[src/rtl/fetch_queue_pkg.sv]
// Shared definitions for the instruction fetch queue: FSM encoding and default widths.
package fetch_queue_pkg;

  localparam int DEFAULT_BITS_DATA = 32;
  localparam int DEFAULT_BITS_ADDR = 16;
  localparam int DEFAULT_DEPTH     = 4;

  typedef enum logic [1:0] {
    FQ_IDLE = 2'd0,
    FQ_REQ  = 2'd1,
    FQ_DROP = 2'd2
  } fqState_t;

endpackage

[src/rtl/fetch_queue_fifo.sv]
// Circular buffer of {pc, word} entries with flush; head is read combinationally.
module fq_fifo
  import fetch_queue_pkg::*;
#(
  parameter int BITS_DATA = DEFAULT_BITS_DATA,
  parameter int BITS_ADDR = DEFAULT_BITS_ADDR,
  parameter int DEPTH     = DEFAULT_DEPTH
) (
  input  logic                   clk,
  input  logic                   reset,
  input  logic                   push,
  input  logic [BITS_ADDR-1:0]   pushPc,
  input  logic [BITS_DATA-1:0]   pushData,
  input  logic                   pop,
  input  logic                   flush,
  output logic [$clog2(DEPTH):0] count,
  output logic [BITS_ADDR-1:0]   headPc,
  output logic [BITS_DATA-1:0]   headData
);

  localparam int PW = $clog2(DEPTH);
  localparam logic [PW:0] FULL = (PW+1)'(DEPTH);

  logic [PW-1:0]        rdPtr;
  logic [PW-1:0]        wrPtr;
  logic [BITS_ADDR-1:0] pcMem   [DEPTH];
  logic [BITS_DATA-1:0] dataMem [DEPTH];
  logic                 doPush;
  logic                 doPop;

  assign doPush = push && (count != FULL);
  assign doPop  = pop && (count != '0);

  // NOTE: state registers use non-blocking assignments so every flop samples pre-edge values.
  always_ff @(posedge clk or negedge reset) begin
    if (!reset) begin
      rdPtr <= '0;
      wrPtr <= '0;
      count <= '0;
    end else if (flush) begin
      rdPtr <= '0;
      wrPtr <= '0;
      count <= '0;
    end else begin
      if (doPush) wrPtr <= wrPtr + 1'b1;
      if (doPop)  rdPtr <= rdPtr + 1'b1;
      case ({doPush, doPop})
        2'b10:   count <= count + 1'b1;
        2'b01:   count <= count - 1'b1;
        default: ;
      endcase
    end
  end

  // NOTE: storage is reset so the head outputs read as zero out of reset; flush leaves it alone.
  always_ff @(posedge clk or negedge reset) begin
    if (!reset) begin
      for (int i = 0; i < DEPTH; i++) begin
        pcMem[i]   <= '0;
        dataMem[i] <= '0;
      end
    end else if (doPush && !flush) begin
      pcMem[wrPtr]   <= pushPc;
      dataMem[wrPtr] <= pushData;
    end
  end

  assign headPc   = pcMem[rdPtr];
  assign headData = dataMem[rdPtr];

endmodule

[src/rtl/fetch_queue.sv]
// Instruction prefetch queue: requests sequential words from memory and buffers them for decode.
module fetch_queue
  import fetch_queue_pkg::*;
#(
  parameter int BITS_DATA = DEFAULT_BITS_DATA,
  parameter int BITS_ADDR = DEFAULT_BITS_ADDR,
  parameter int DEPTH     = DEFAULT_DEPTH
) (
  input  logic                 clk,
  input  logic                 reset,
  output logic                 mem_req,
  output logic [BITS_ADDR-1:0] mem_addr,
  input  logic                 mem_ack,
  input  logic [BITS_DATA-1:0] mem_rdata,
  output logic                 ir_valid,
  output logic [BITS_DATA-1:0] ir_data,
  output logic [BITS_ADDR-1:0] ir_pc,
  input  logic                 ir_ready,
  input  logic                 redirect,
  input  logic [BITS_ADDR-1:0] redirect_pc
);

  localparam int CW = $clog2(DEPTH) + 1;
  localparam logic [CW-1:0] FULL = CW'(DEPTH);

  fqState_t             state;
  logic [BITS_ADDR-1:0] fetchPc;
  logic [CW-1:0]        count;
  logic [CW-1:0]        countAfterPop;
  logic                 push;
  logic                 pop;

  assign ir_valid      = (count != '0);
  assign pop           = ir_valid && ir_ready && !redirect;
  assign push          = (state == FQ_REQ) && mem_ack && !redirect;
  assign countAfterPop = count - CW'(pop);

  fq_fifo #(
    .BITS_DATA(BITS_DATA),
    .BITS_ADDR(BITS_ADDR),
    .DEPTH    (DEPTH)
  ) u_fifo (
    .clk     (clk),
    .reset   (reset),
    .push    (push),
    .pushPc  (fetchPc),
    .pushData(mem_rdata),
    .pop     (pop),
    .flush   (redirect),
    .count   (count),
    .headPc  (ir_pc),
    .headData(ir_data)
  );

  always_ff @(posedge clk or negedge reset) begin
    if (!reset) begin
      state    <= FQ_IDLE;
      fetchPc  <= '0;
      mem_req  <= 1'b0;
      mem_addr <= '0;
    end else begin
      if (redirect)  fetchPc <= redirect_pc;
      else if (push) fetchPc <= fetchPc + 1'b1;

      unique case (state)
        FQ_IDLE: begin
          // A pop this cycle already frees a slot, so a full queue refills one cycle after ir_ready.
          if (!redirect && (countAfterPop < FULL)) begin
            state    <= FQ_REQ;
            mem_req  <= 1'b1;
            mem_addr <= fetchPc;
          end
        end
        FQ_REQ: begin
          if (mem_ack) begin
            if (!redirect && ((countAfterPop + 1'b1) < FULL)) begin
              mem_addr <= fetchPc + 1'b1;
            end else begin
              state   <= FQ_IDLE;
              mem_req <= 1'b0;
            end
          end else if (redirect) begin
            // The memory still owes us this word; keep the request up and discard it on ack.
            state <= FQ_DROP;
          end
        end
        FQ_DROP: begin
          if (mem_ack) begin
            state   <= FQ_IDLE;
            mem_req <= 1'b0;
          end
        end
        default: begin
          state   <= FQ_IDLE;
          mem_req <= 1'b0;
        end
      endcase
    end
  end

endmodule

[config.mk]
export PLATFORM = sky130hd
export DESIGN_NAME = fetch_queue
export DESIGN_NICKNAME = d
export VERILOG_FILES = /design/src/rtl/fetch_queue_pkg.sv /design/src/rtl/fetch_queue_fifo.sv /design/src/rtl/fetch_queue.sv
export SDC_FILE = /design/constraint.sdc
export NUM_CORES = 1
export LEC_CHECK = 0
export ABC_AREA = 1
export CAP_MARGIN = 0
export CORE_MARGIN = 4
export CORE_UTILIZATION = 45
export DETAILED_ROUTE_END_ITERATION = 8
export PLACE_DENSITY_LB_ADDON = 0.1
export SYNTH_ARGS = -nofsm -noshare
export SYNTH_HDL_FRONTEND = slang
export SYNTH_HIERARCHICAL = 1
export SYNTH_SLANG_ARGS = --single-unit
[constraint.sdc]
create_clock -name clk -period 2.17 [get_ports clk]
set_input_delay 0.3255 -clock clk [delete_from_list [all_inputs] [get_ports clk]]
set_output_delay 0.3255 -clock clk [all_outputs]
set_load 0.02 [all_outputs]
==> impl_metrics.tcl, run 1 <==
set metrics [dict create \
    status "complete, but fails checks" \
    violations "negative setup slack" \
    vdd_drop_max_mv 0.7510 \
    switchingPower_uw 5769 \
    drive_above_1_share 0.1627 \
    cts_made_buffers 25 \
    start_kind "flop" \
    place.gp.congestion 0.8450 \
    grt.total_usage 0.2147 \
    initial_core_util 0.4625 \
    use_met3 0.02685 \
    dr.pass1.iters 5 \
    setup_viol 3 \
    cp_max_fo 11 \
    arrival_ns 1.88 \
    grt_max_degree 73 \
    syn_area_per_cell_um2 8.368 \
    wirelength_um 30100 \
    leakagePower_uw 0.006726 \
    synthCells 1313 \
    final.setup_skew_ns 0.01085 \
    grt_pass1_wl_um 46640 \
    layout_common_cells "nand2_1 (343), dfrtp_1 (233), o21ai_1 (179), o21ai_0 (109), nor2_1 (97)" \
    pre_cts_ws_ns -0.1954 \
    netSwitchingFraction 0.3573 \
    max_freq_mhz 452.8 \
    drc_errors 0 \
    cap_violations 0 \
    insertion_delay_ns 0.51 \
    p_clk_frac 0.254 \
    dr.first_iter.drc_count 786 \
    synth_area_um2 10990 \
    grt_setup_unrepaired "yes" \
    portBuffers 118 \
    regArea_um2 5857 \
    core_area_um2 23750 \
    synth_largest_area_cell "dfrtp_1" \
    multi_input_area_um2 4569 \
    p_comb_frac 0.380 \
    antenna_found_initial 0 \
    synth_seq_area_share 0.5330 \
    internal_power_uw 10370 \
    cts_tree "built" \
    top_usage_layer "met2" \
    powerDensity_nw_per_um2 1149 \
    synth_top_cells_by_area "dfrtp_1 (53%), nand2_1 (12%), o21ai_1 (7.4%)" \
    synth_top_area_frac 0.5330 \
    finalCriticalPeriod_ns 2.208 \
    row_count 56 \
    area.growth.synth_to_final_pct 27.83 \
    cp-end-kind "output port" \
    vias 9465 \
    die_area_um2 26980 \
    synth.distinct_cells 32 \
    dpl.cell_count 1715 \
    dpl.hpwl_um 17430 \
    hold_path.class "input port to async pin" \
    top_level_ports 119 \
    hold_viol_final 0 \
    power_frac_seq 0.366 \
    nNetsFinal 1506 \
    fillers 2136 \
    clock-sinks 234 \
    mostFrequentLayoutCell "nand2_1" \
    grt_overflow_total 0 \
    clk_pin_slew_worst_paths_ns 0.06 \
    yosys_warnings 6 \
    worst-endpoint-required_ns 1.84 \
    setup_ws_ns -0.03845 \
    cts_buffer_depth 3 \
    root_buffer "clkbuf_16" \
    syn_nets 1374 \
    worst_pin_slew_ns 0.4486 \
    die_h_um 164.3 \
    crit_type "flop to output port" \
    worstRegToRegCells 15 \
    fin_crit_sh 1.018 \
    via_per_inst 5.329 \
    fin_total_pwr_uw 16140 \
    grt_use_met1 0.3028 \
    maxSlewViolCount 0 \
    htreeDepth 1 \
    die_x_um 164.3 \
    fin_cells 1776 \
    finalInstanceArea_um2 14040 \
    placed_cell_area_um2 12620 \
    slew_headroom 0.7009 \
    wl_per_cell_um 16.95 \
    diodes 0 \
    grtUsageMet2 0.3568 \
    grt_pass1_vias 8855 \
    ant_nets 0 \
    ys_ff_latch 234 \
]
## final timing paths
check                                             start                        endpoint  slack [ns]
hold / removal                                    reset  u_fifo/dataMem[90]$_DFFE_PN0P_        0.33
hold reg to reg            u_fifo/pcMem[23]$_DFFE_PN0P_    u_fifo/pcMem[23]$_DFFE_PN0P_        0.48
max in group asynchronous                         reset         mem_addr[3]$_DFFE_PN0P_        1.09
setup / recovery            u_fifo/rdPtr[0]$_DFFE_PN0P_                     ir_data[18]       -0.04
min in group clk                         redirect_pc[8]          fetchPc[8]$_DFFE_PN0P_        0.40
setup reg to reg            u_fifo/count[0]$_DFFE_PN0P_        mem_addr[14]$_DFFE_PN0P_        0.04
## per-stage QoR
stage          utilization  hold slack, ns  setup TNS, ns
6_report            0.5913          0.3313       -0.05650
4_1_cts             0.5687          0.3407        -0.7781
3_5_place_dp        0.5314          0.2832         -3.033
2_1_floorplan            -         0.02991              0
5_1_grt             0.5913          0.3704         -1.125
3_3_place_gp        0.5314          0.2824         -2.325
## layer usage
metal / up-vias / share of wire
met5: - / 0
met1: 4559 / 0.45
li1: 4616 / -
met4: 0 / 0.019
met2: 251 / 0.48
met3: 39 / 0.050
## synthesized netlist by cell type
library cell	count
xor2_1	5
o22ai_1	48
o31ai_1	1
clkbuf_1	37
o21ai_1	163
xnor2_1	1
ha_1	7
clkbuf_2	1
clkinv_1	2
inv_2	5
o21ai_0	138
fa_1	1
nand2_1	346
dfrtp_1	234
nor2_1	112
o211ai_1	13
nand2_4	5
nand3_2	1
nand4_2	1
nor2_8	2
o21bai_2	1
a21oi_1	5
nand4_1	12
nand3_1	34
nor2_2	8
buf_4	2
nand3b_1	1
buf_2	17
nor3_1	1
inv_1	80
nand2_2	4
buf_6	25
## cell families after synthesis
group,count (synthesis),share of synthesized area
flip-flops,234,0.5330
AND/OR/NAND/NOR,527,0.1976
XOR/XNOR,6,0.004783
AO/OA/AOI/OAI,369,0.1773
buffers and inverters,169,0.07755
adder cells (fa/ha/maj),8,0.009794
## flip-flops by register name (all words and copies together), names as in the netlist
name	count
u_fifo/dataMem	128
u_fifo/pcMem	64
fetchPc	16
mem_addr	16
u_fifo/count	3
state	2
u_fifo/rdPtr	2
u_fifo/wrPtr	2
mem_req	1
## timing repair
| action | in CTS | in global routing |
|---|---|---|
| endpoints found under the hold margin | 47 | 0 |
| pin swaps | 8 | 24 |
| hold buffers | 1 | 0 |
| cloned | 6 | 5 |
| resized for setup | 233 | 121 |
| endpoints found under the setup margin | 64 | 58 |
| buffers inserted | 3 | 7 |
## worst max-delay path: stages, from the launching register on
cell and delay, ns:
dfrtp_2 0.46, inv_8 0.12, buf_4 0.13, buf_12 0.13
o21ai_0 0.08, o22ai_1 0.25, buf_4 0.21
## cell type report
cell class / count / share of cell area
clock buffers: 35 / 0.05220
clock inverters: 4 / 0.003207
inverters: 87 / 0.02396
multi-input cells: 910 / 0.3253
flip-flops and latches: 234 / 0.4170
well taps: 319 / 0.02842
repair buffers: 187 / 0.1498
## power groups by stage
stage | Sequential [µW] | Combinational (µW) | Clock, µW
2_1_floorplan | 5970 | 3180 | 0
3_3_place_gp | 5920 | 5650 | 0
3_5_place_dp | 5930 | 5710 | 0
4_1_cts | 5880 | 5580 | 4210
5_1_grt | 6020 | 6710 | 4380
6_report | 5910 | 6130 | 4100
(Power assumes the default switching activity.)
==> run 2, diff against run 1 <==
--- a/config.mk
+++ b/config.mk
@@ -11,6 +11,7 @@
 export CORE_UTILIZATION = 45
 export DETAILED_ROUTE_END_ITERATION = 8
 export PLACE_DENSITY_LB_ADDON = 0.1
+export SLEW_MARGIN = 20
 export SYNTH_ARGS = -nofsm -noshare
 export SYNTH_HDL_FRONTEND = slang
 export SYNTH_HIERARCHICAL = 1
==> results of run 2 <==
The final DEF is identical to that of run 1; final timing and power are the same.
==> run 3, diff against run 2 <==
==> constraint.sdc (replaced) <==
create_clock -name clk -period 1.9 [get_ports clk]
set_input_delay 0.285 -clock clk [delete_from_list [all_inputs] [get_ports clk]]
set_output_delay 0.285 -clock clk [all_outputs]
set_load 0.02 [all_outputs]
==> impl_metrics.tcl, run 3 (synthesis gave the netlist of run 1 again) <==
set metrics [dict create \
    status "complete, but fails checks" \
    violations "negative setup slack" \
    mostFrequentLayoutCell "nand2_1" \
    grt_max_degree 53 \
    nNetsFinal 1555 \
    core_area_um2 23750 \
    grt_pass1_vias 9337 \
    hold_viol_final 0 \
    worst-endpoint-required_ns 1.62 \
    maxSlewViolCount 0 \
    cts_made_buffers 27 \
    arrival_ns 1.88 \
    hold_path.class "input port to async pin" \
    htreeDepth 1 \
    wl_per_cell_um 17.65 \
    setup_viol 67 \
    die_area_um2 26980 \
    dr.first_iter.drc_count 641 \
    vias 9788 \
    leakagePower_uw 0.007394 \
    drc_errors 0 \
    cp_max_fo 6 \
    largest_register_ffs 128 \
    clk_pin_slew_worst_paths_ns 0.06 \
    cp_num_buf_inv 5 \
    worstPathCellList "clkinv_4 -> buf_12 -> buf_16 -> clkbuf_16 -> o21ai_2 -> o22ai_2 -> buf_6" \
    dr.pass1.iters 5 \
    cp_slowest_stage_delay_ns 0.44 \
    grt.total_usage 0.2247 \
    place.gp.congestion 0.8409 \
    dpl.cell_count 1741 \
    fin_crit_sh 1.140 \
    cap_violations 0 \
    fillers 1916 \
    setup_ws_ns -0.2668 \
    vdd_drop_max_mv 0.7575 \
    grt_pass1_wl_um 49150 \
    ant_nets 0 \
    root_buffer "clkbuf_16" \
    die_h_um 164.3 \
    dpl.hpwl_um 18070 \
    via_per_inst 5.352 \
    wirelength_um 32280 \
    finalCriticalPeriod_ns 2.167 \
    worst_pin_slew_ns 0.4426 \
    cts_tree "built" \
    area.growth.synth_to_final_pct 42.26 \
    initial_core_util 0.4625 \
    powerDensity_nw_per_um2 1295 \
    portBuffers 118 \
    grt_setup_unrepaired "yes" \
    final.setup.tns_ns -12.67 \
    slew_headroom 0.7049 \
    drive_above_1_share 0.2656 \
    cts_buffer_depth 3 \
    die_x_um 164.3 \
    antenna_found_initial 0 \
    crit_type "flop to output port" \
    grt_overflow_total 0 \
    regMostFlops "u_fifo/dataMem" \
    row_count 56 \
    max_freq_mhz 461.5 \
    layout_common_cells "nand2_1 (325), dfrtp_1 (231), o21ai_1 (198), inv_1 (74), nor2_1 (70)" \
    clock-sinks 234 \
    critPathTopFamily "buffers and inverters" \
    start_kind "flop" \
    diodes 0 \
    reg_top3 "u_fifo/dataMem x128, u_fifo/pcMem x64" \
    cpMaxStageDelayCell "dfrtp_2" \
    fin_cells 1829 \
    insertion_delay_ns 0.53 \
    cp-end-kind "output port" \
    top_level_ports 119 \
    final.setup_skew_ns 0.01036 \
]
run 3: cell count changes in the layout (fill, tap and decap cells not counted), moves of 14 or more:
| cell | delta |
|---|---|
| buf_12 | +17 |
| buf_6 | +37 |
| nand2_1 | -18 |
| nor2_1 | -27 |
| nor2_2 | +18 |
| o21ai_0 | -57 |
| o21ai_1 | +19 |
| o21ai_2 | +30 |
| o22ai_1 | -18 |
| o22ai_2 | +14 |
run 3: final timing paths:
check                                        startpoint                             end  slack (ns)  cells past startpoint
min in group clk                         redirect_pc[7]          fetchPc[7]$_DFFE_PN0P_        0.34                      3
max                         u_fifo/rdPtr[0]$_DFFE_PN0P_                     ir_data[11]       -0.27                      7
max reg2reg                 u_fifo/count[2]$_DFFE_PN0P_        mem_addr[13]$_DFFE_PN0P_       -0.21                     15
max in group asynchronous                         reset    u_fifo/pcMem[54]$_DFFE_PN0P_        0.97                      3
min reg2reg                u_fifo/pcMem[40]$_DFFE_PN0P_    u_fifo/pcMem[40]$_DFFE_PN0P_        0.49                      2
min                                               reset  u_fifo/dataMem[27]$_DFFE_PN0P_        0.29                      2
run 3: layout make-up:
class                   count  area (µm²)  share of cell area
clock inverters             9       70.07            0.004483
repair buffers            234        3037              0.1943
well taps                 319       399.1             0.02554
clock buffers              36       769.5             0.04923
flip-flops and latches    234        5859              0.3749
multi-input cells         910        5151              0.3296
inverters                  87       344.1             0.02201
run 3: metal layers:
metal  global-route usage  routed length [µm]
met1               0.3074               14180
met2               0.3763               15640
met3              0.03438                1675
met5                    0                   0
met4              0.05833                 787
run 3: report_power, final:
part	total, µW	switching (µW)	internal [µW]
clock network	4970	2030	2940
registers	6870	821	6050
logic	8400	4460	3940
run 3: metrics by stage:
step / instance area (µm²) / setup slack (ns) / utilization / hold slack [ns] / power (µW)
CTS: 14640 / -0.2805 / 0.6164 / 0.2896 / 19350
global route: 15630 / -0.3392 / 0.6580 / 0.3203 / 21420
floorplan: 11010 / -0.07957 / - / -0.01059 / 10470
detailed placement: 12900 / -0.4972 / 0.5432 / 0.2434 / 13430
global placement: 12900 / -0.3994 / 0.5432 / 0.2364 / 13360
finish: 15630 / -0.2668 / 0.6580 / 0.2856 / 20240
run 3: timing repair:
action | 4_1_cts | 5_1_grt
hold endpoints to repair | 45 | 0
hold buffers | 1 | 0
cloned | 11 | 13
resized for setup | 437 | 206
setup buffers | 15 | 9
pin swaps | 55 | 65
endpoints found under the setup margin | 70 | 78
